File: src/rtl/fetch.sv
// fetch: CHIP-8 instruction fetch unit; owns PC and call stack and assembles
// big-endian opcodes from byte-wide synchronous program RAM.
module fetch #(
  parameter logic [11:0] PC_RESET    = 12'h200,
  parameter int          STACK_DEPTH = 16
) (
  input  logic        clk,
  input  logic        rst,
  output logic [11:0] mem_addr,
  output logic        mem_rd,
  input  logic [7:0]  mem_data,
  output logic [15:0] instruction,
  output logic        instr_valid,
  input  logic        instr_ready,
  output logic [11:0] pc,
  input  logic [2:0]  pc_op,
  input  logic [11:0] pc_target,
  input  logic        pc_update,
  output logic        stack_err
);
  localparam int SPW = STACK_DEPTH > 1 ? $clog2(STACK_DEPTH) : 1;
  localparam logic [SPW:0] SP_FULL = STACK_DEPTH[SPW:0];
  typedef enum logic [2:0] {S_IDLE, S_HI, S_LO, S_CAP, S_VALID, S_EXEC} state_t;
  state_t state_q, state_d;
  logic [11:0] pc_q, pc_d, pc_inc2;
  logic [SPW:0] sp_q, sp_d;
  logic [15:0] instr_q, instr_d;
  logic err_q, err_d, push, upd, full, empty;
  logic [SPW-1:0] top_idx;
  logic [11:0] stack_q [STACK_DEPTH];

  always_ff @(posedge clk or posedge rst)
    if (rst) begin
      state_q <= S_IDLE;
      pc_q    <= PC_RESET;
      sp_q    <= '0;
      instr_q <= '0;
      err_q   <= 1'b0;
    end else begin
      state_q <= state_d;
      pc_q    <= pc_d;
      sp_q    <= sp_d;
      instr_q <= instr_d;
      err_q   <= err_d;
    end

  // Stack contents need no reset; only sp defines what is live.
  always_ff @(posedge clk)
    if (push) stack_q[sp_q[SPW-1:0]] <= pc_inc2;

  always_comb begin
    state_d = state_q;
    case (state_q)
      S_IDLE:  state_d = S_HI;
      S_HI:    state_d = S_LO;
      S_LO:    state_d = S_CAP;
      S_CAP:   state_d = S_VALID;
      S_VALID: state_d = instr_ready ? S_EXEC : S_VALID;
      S_EXEC:  state_d = pc_update ? S_HI : S_EXEC;
      default: state_d = S_IDLE;
    endcase
  end

  always_comb begin
    upd     = state_q == S_EXEC && pc_update;
    pc_inc2 = pc_q + 12'd2;
    top_idx = sp_q[SPW-1:0] - 1'b1;
    full    = sp_q == SP_FULL;
    empty   = sp_q == '0;
    instr_d = state_q == S_LO  ? {mem_data, instr_q[7:0]} :
              state_q == S_CAP ? {instr_q[15:8], mem_data} : instr_q;
    pc_d    = pc_q;
    sp_d    = sp_q;
    err_d   = err_q;
    push    = 1'b0;
    if (upd)
      case (pc_op)
        3'd1: pc_d = pc_q + 12'd4;
        3'd2: pc_d = pc_target;
        3'd3: begin
          push  = !full;
          sp_d  = full ? sp_q : sp_q + 1'b1;
          err_d = err_q | full;
          pc_d  = full ? pc_inc2 : pc_target;
        end
        3'd4: begin
          sp_d  = empty ? sp_q : sp_q - 1'b1;
          err_d = err_q | empty;
          pc_d  = empty ? pc_inc2 : stack_q[top_idx];
        end
        default: pc_d = pc_inc2;
      endcase
  end

  always_comb begin
    mem_rd      = state_q == S_HI || state_q == S_LO;
    mem_addr    = state_q == S_HI ? pc_q : state_q == S_LO ? pc_q + 12'd1 : 12'd0;
    instr_valid = state_q == S_VALID;
  end

  assign instruction = instr_q;
  assign pc          = pc_q;
  assign stack_err   = err_q;
endmodule

File: config.mk
export PLATFORM = sky130hd
export DESIGN_NAME = fetch
export DESIGN_NICKNAME = d
export VERILOG_FILES = /design/src/rtl/fetch.sv
export SDC_FILE = /design/constraint.sdc
export NUM_CORES = 1
export LEC_CHECK = 0
export CORE_MARGIN = 2
export CORE_UTILIZATION = 59
export DETAILED_ROUTE_END_ITERATION = 8
export PLACE_DENSITY = 0.88
export SYNTH_ARGS = -nofsm -noshare
export SYNTH_HDL_FRONTEND = slang
export SYNTH_SLANG_ARGS = --single-unit
File: constraint.sdc
create_clock -name clk -period 4 [get_ports clk]
set_input_delay 0.6 -clock clk [delete_from_list [all_inputs] [get_ports clk]]
set_output_delay 0.6 -clock clk [all_outputs]
set_load 0.005 [all_outputs]
# --- Word level (Yosys, flattened, before mapping) ---
# Memories as Yosys holds them, arrays and structs flattened.
# Index checks and enable logic that the tools add are counted.
word_totals:
  n_memories: 1
  input_bits: 27
  reg_bits: 37
  elab_cells: 55
  ramBits: 192
op_classes:
  n_mux: 18
  add_sub_neg: 6
  reduce_logical: 9
  n_eq_ne: 12
  bitwise_logic: 3
mem_list:
  columns: ["memory", "words", "width", "rd", "rd_ports_with_merged_regs", "write_ports", "line", "source"]
  rows:
  - ["stack_q", 16, 12, 1, 0, 1, "30", "logic [11:0] stack_q [STACK_DEPTH];"]
ops:
  columns: ["cell", "n"]
  rows:
  - ["2-to-1 mux 12 bit", 4]
  - ["case mux 12 bit (4 select lines)", 1]
  - ["case mux 3 bit (6 select lines)", 1]
  - ["2-to-1 mux 16 bit", 1]
  - ["adder 12 x 1 -> 12 bit, second input constant", 1]
  - ["adder 12 x 2 -> 12 bit, second input constant", 1]
  - ["adder 12 x 3 -> 12 bit, second input constant", 1]
  - ["== test 3 x 2 -> 1 bit, second input constant", 4]
  - ["2-to-1 mux 5 bit", 2]
  - ["case mux 5 bit (2 select lines)", 1]
  - ["== test 3 bit, second input constant", 3]
  - ["2-to-1 mux 8 bit", 1]
  - ["== test 3 x 1 -> 1 bit, second input constant", 2]
  - ["adder 5 x 1 -> 5 bit, second input constant", 1]
  - ["== test 5 bit, second input constant", 1]
  - ["logical NOT 5 bit", 1]
  - ["2-to-1 mux 1 bit", 5]
  - ["subtractor 5 x 1 -> 5 bit, second input constant", 1]
  - ["inequality test 2 bit, second input constant", 2]
  - ["AND reduction 2 bit", 2]
  - ["AND reduction 4 bit", 1]
  - ["subtractor 4 x 1 -> 4 bit, second input constant", 1]
  - ["logical NOT 3 bit", 1]
  - ["2-to-1 mux 3 bit", 1]
  - ["other kinds (7)", 8]

# --- Logic depth before layout (Yosys ltp) ---
depth:
  word_depth: 6
  mapped_depth: 12
  depth_no_buf: 8

# --- Least setup slack after synthesis ---
# No wires, ideal clock.
synth_path:
  path_kind: "register to register"
  start: "reg sp_q[0]"
  end: "mem stack_q[0][0], enable pin"
  setup_ps: 396
  arrival_time_ps: 2835
  path_buffers: 3
  path_stages_with_launch: 10
  slack_ps: 769
  cell_sequence: "dfrtp_1 > buf_6 > buf_4 > buf_4 > inv_1 > ha_1 > and4bb_1 > nor3_1 > nand2_1 > nor3_1"
synth_via:
  elab_chain_cells: 6
synth_rtl:
  columns: ["item", "line", "source"]
  rows:
  - ["start, declared", "26", "logic [SPW:0] sp_q, sp_d;"]
  - ["start signal, assigned", "42", "sp_q <= sp_d;"]
  - ["== test 5 bit", "68", "full = sp_q == SP_FULL;"]
  - ["logical NOT 1 bit", "81", "push = !full;"]
  - ["2-to-1 mux 1 bit", "77", "case (pc_op)"]
  - ["2-to-1 mux 1 bit", "76", "if (upd)"]
  - ["2-to-1 mux 1 bit", "49", "if (push) stack_q[sp_q[SPW-1:0]] <= pc_inc2;"]
  - ["2-to-1 mux 1 bit (not written as such)", "49", null]
  - ["end, declared", "30", null]
# Several ways; a longest one is shown, not always the timed one.

# --- Worst setup path after layout ---
layout_path:
  start: "reg pc_q[1], in the netlist pc[1]"
  end: "out mem_addr[11]"
layout_via:
  elab_chain_cells: 3
layout_rtl:
  columns: ["item", "line", "source"]
  rows:
  - ["start, declared", "25", "logic [11:0] pc_q, pc_d, pc_inc2;"]
  - ["start signal, assigned", "41", "pc_q <= pc_d;"]
  - ["adder 12 x 1 -> 12 bit", "97", "mem_addr = state_q == S_HI ? pc_q : state_q == S_LO ? pc_q + 12'd1 : 12'd0;"]
  - ["2-to-1 mux 12 bit (2 in a row)", "97", null]
  - ["end, declared", "9", "output logic [11:0] mem_addr,"]
# Every way passes these cells.

==> reports/results.ini <==
[finish]
final_nets=783
regArea_mm2=0.00670
multiInputGateArea_mm2=0.00307
num-fill-cells=978
antenna_cells=0
area.growth.synth_to_final_pct=18.3
drive_gt1_frac=0.185
post-route-util=0.712

[die]
die_w_um=134
start_util=0.602
rows=47
core_area_mm2=0.0165
pin_count=70
dieArea_mm2=0.0179
die_y_um=134

[synth]
ys_ff_latch=229
synth_top_cells_by_area=edfxtp_1 58%, mux4_2 11%, dfrtp_1 9.1%, nand2_1 3.8%, nand3_1 1.9%
mappedNetlistArea_mm2=0.00994
synth.most_common_cell=edfxtp_1
synth_compound_area_frac=0.0478
yosys.area_share.adder=0.0159
syn_nets=694
synth_area_leader_cell=edfxtp_1
synth.top_cells.by_count=192 x edfxtp_1, 101 x nand2_1, 48 x mux4_2
synth-edff-count=192
synth.distinct_cells=56
synthMuxAreaShare=0.126
async_reset_ff_frac=0.162
ys_warn_count=0
synth_top_family_by_area=multiplexers
synthXorXnorAreaFrac=0.0228
ys.flop_type=edfxtp_1
yosys.area.top_type_share=0.580
postSynthAreaPerCell_um2=15.2
syn_inst=655
synth-simple-area-share=0.0922
ys_seq_area_frac=0.673

[timing]
post-route-period-util=0.920
maxSlewViolCount=0
timing.fmax_ghz=0.272
tightestPinTransition_ns=1.41
fin_crit_ns=3.68
setup_tns_ns=0
setup_violations=0
fin_skew_ns=0.0281
relSlewSlack=0.0571
rsz0062_at_grt=false
finalHoldViolations=0

[routing]
m1WireLength_um=8940
firstDrtPassIters=6
dr_wl_met2_um=12200
drc_errors=0
drt_iter0_markers=883
via_count=6468
dr_wl_met3_um=2640
ant_nets=0
wire_per_inst_um=25.5
top_layer_used=met4
wirelength_um=24900
via_per_inst=6.61

[power_and_ir_drop]
p_sw_w=0.00370
clock_power_share=0.215
cellPowerDensity_mw_per_mm2=841
power_leakage_nw=4.12
switching_share=0.374
pwr-share-comb=0.422
vdd_drop_max_mv=0.510
internal_power_w=0.00618
power_frac_seq=0.364

[grt]
grt_pass1_wl_um=38100
grt_overflow=0
grt_pass1_vias=6353
grt_max_degree=38
antenna_found_initial=0
grt_usage=0.287

[place]
post-dp-hpwl_um=15400
gp_congestion=0.907
port_buffers=69

[clock_tree]
clk_pin_slew_ns=0.06
cts.repair.resized=0
insertion_delay_ns=0.52
postCtsSetupBuffers=0
cts_tree=yes
cts_made_buffers=23
postCtsHoldBufs=0
clock_path_buffers=3
root_buffer=clkbuf_16
cts_max_level=1
clock_sinks=229

[setup_path]
setup.reg_to_reg.worst_slack_ns=0.89
cp.required_ns=3.40
arrival_ns=3.08
worstSetupEndpointType=output port
startpoint=pc[1]
timing.rr.start=sp_q[1]
critical_path.max_fanout=18
path_class=reg -> out
rr_endpoint=pc[3]
r2r_cells=8
cp-start-kind=register

[worst_hold_path]
min_path_cells=2
hold-path-endpoint=instruction[13]
min_path_type=reg -> reg
hold_start=instruction[13]

[run]
maxCapViolations=0

[status]
outcome=completed

per-layer routing:
metal  up-vias  track usage
li1       2693            -
met1      3210        0.387
met2       490        0.469
met3        75       0.0548
met4         0        0.118
met5         -            0
layout make-up:
class | instances | share of cell area
timing repair buffer | 104 | 0.0811
multi-input combinational | 379 | 0.261
clock inverter | 13 | 0.0124
clock buffer | 26 | 0.0499
sequential | 229 | 0.569
tap | 220 | 0.0234
inverter | 7 | 0.00223
metrics by stage:
stage	power, W	setup slack [ns]	cell area [um^2]	instances	hold slack, ns
2_1_floorplan	0.00597	0.769	9940	655	0.466
3_3_place_gp	0.00744	0.963	11000	939	0.458
3_5_place_dp	0.00765	0.879	11000	939	0.465
4_1_cts	0.00982	0.336	11800	978	0.478
5_1_grt	0.0103	0.0967	11800	978	0.508
6_report	0.00988	0.320	11800	978	0.479
how the worst max path moves through the flow:
stage | depth (start not counted) | slack [ns] | endpoint
detailed placement | 8 | 0.88 | mem_addr[11]
floorplan | 9 | 0.77 | stack_q[0][0]
finish | 8 | 0.32 | mem_addr[11]
global placement | 8 | 0.96 | mem_addr[11]
global route | 8 | 0.1 | mem_addr[11]
CTS | 8 | 0.34 | mem_addr[11]
critical path: stages, from the launching register on:
cell and delay (ns):
dfrtp_1 0.52, ha_1 0.35, nand3_1 0.27, nor3_1 0.30, xor2_1 0.16, buf_4 0.25
nand3_1 0.12, nand2_1 0.10, clkdlybuf4s50_1 0.50
kinds of logic (layout without fill, tap and decap cells):
family | Yosys count | after routing
xor+xnor | 25 | 25
compound gates | 70 | 70
buf+inv | 47 | 150
simple gates | 208 | 208
fa+ha+maj | 12 | 12
flops | 229 | 229
mux | 64 | 64
cells in the final DEF (no fill, tap or decap), drive strengths merged, types with 3 or more instances in the layout:
master	instances
bufinv	3
nor2	35
nor3	14
clkinv	6
buf	35
mux2i	7
nand2b	3
or2	3
a21o	3
mux4	48
xnor2	12
a221oi	8
o21ai	16
nand2	101
xor2	13
nand3	37
edfxtp	192
a31oi	10
a21oi	11
inv	8
ha	11
clkinvlp	3
o31ai	3
clkbuf	26
clkdlybuf4s50	69
nand4	4
dfrtp	36
mux2	9
state kept, by name, indices dropped and copies added, names as in the netlist:
register     flops
stack_q        192
instruction     16
pc              12
sp_q             5
state_q          3
stack_err        1
power groups by stage:
stage	logic, W	registers, W	clock network, W
finish	0.00417	0.00359	0.00212
global route	0.00445	0.00363	0.00223
CTS	0.00410	0.00358	0.00215
detailed placement	0.00402	0.00363	0
global placement	0.00384	0.00360	0
floorplan	0.00253	0.00343	0
Power figures use the tool's default switching activity.
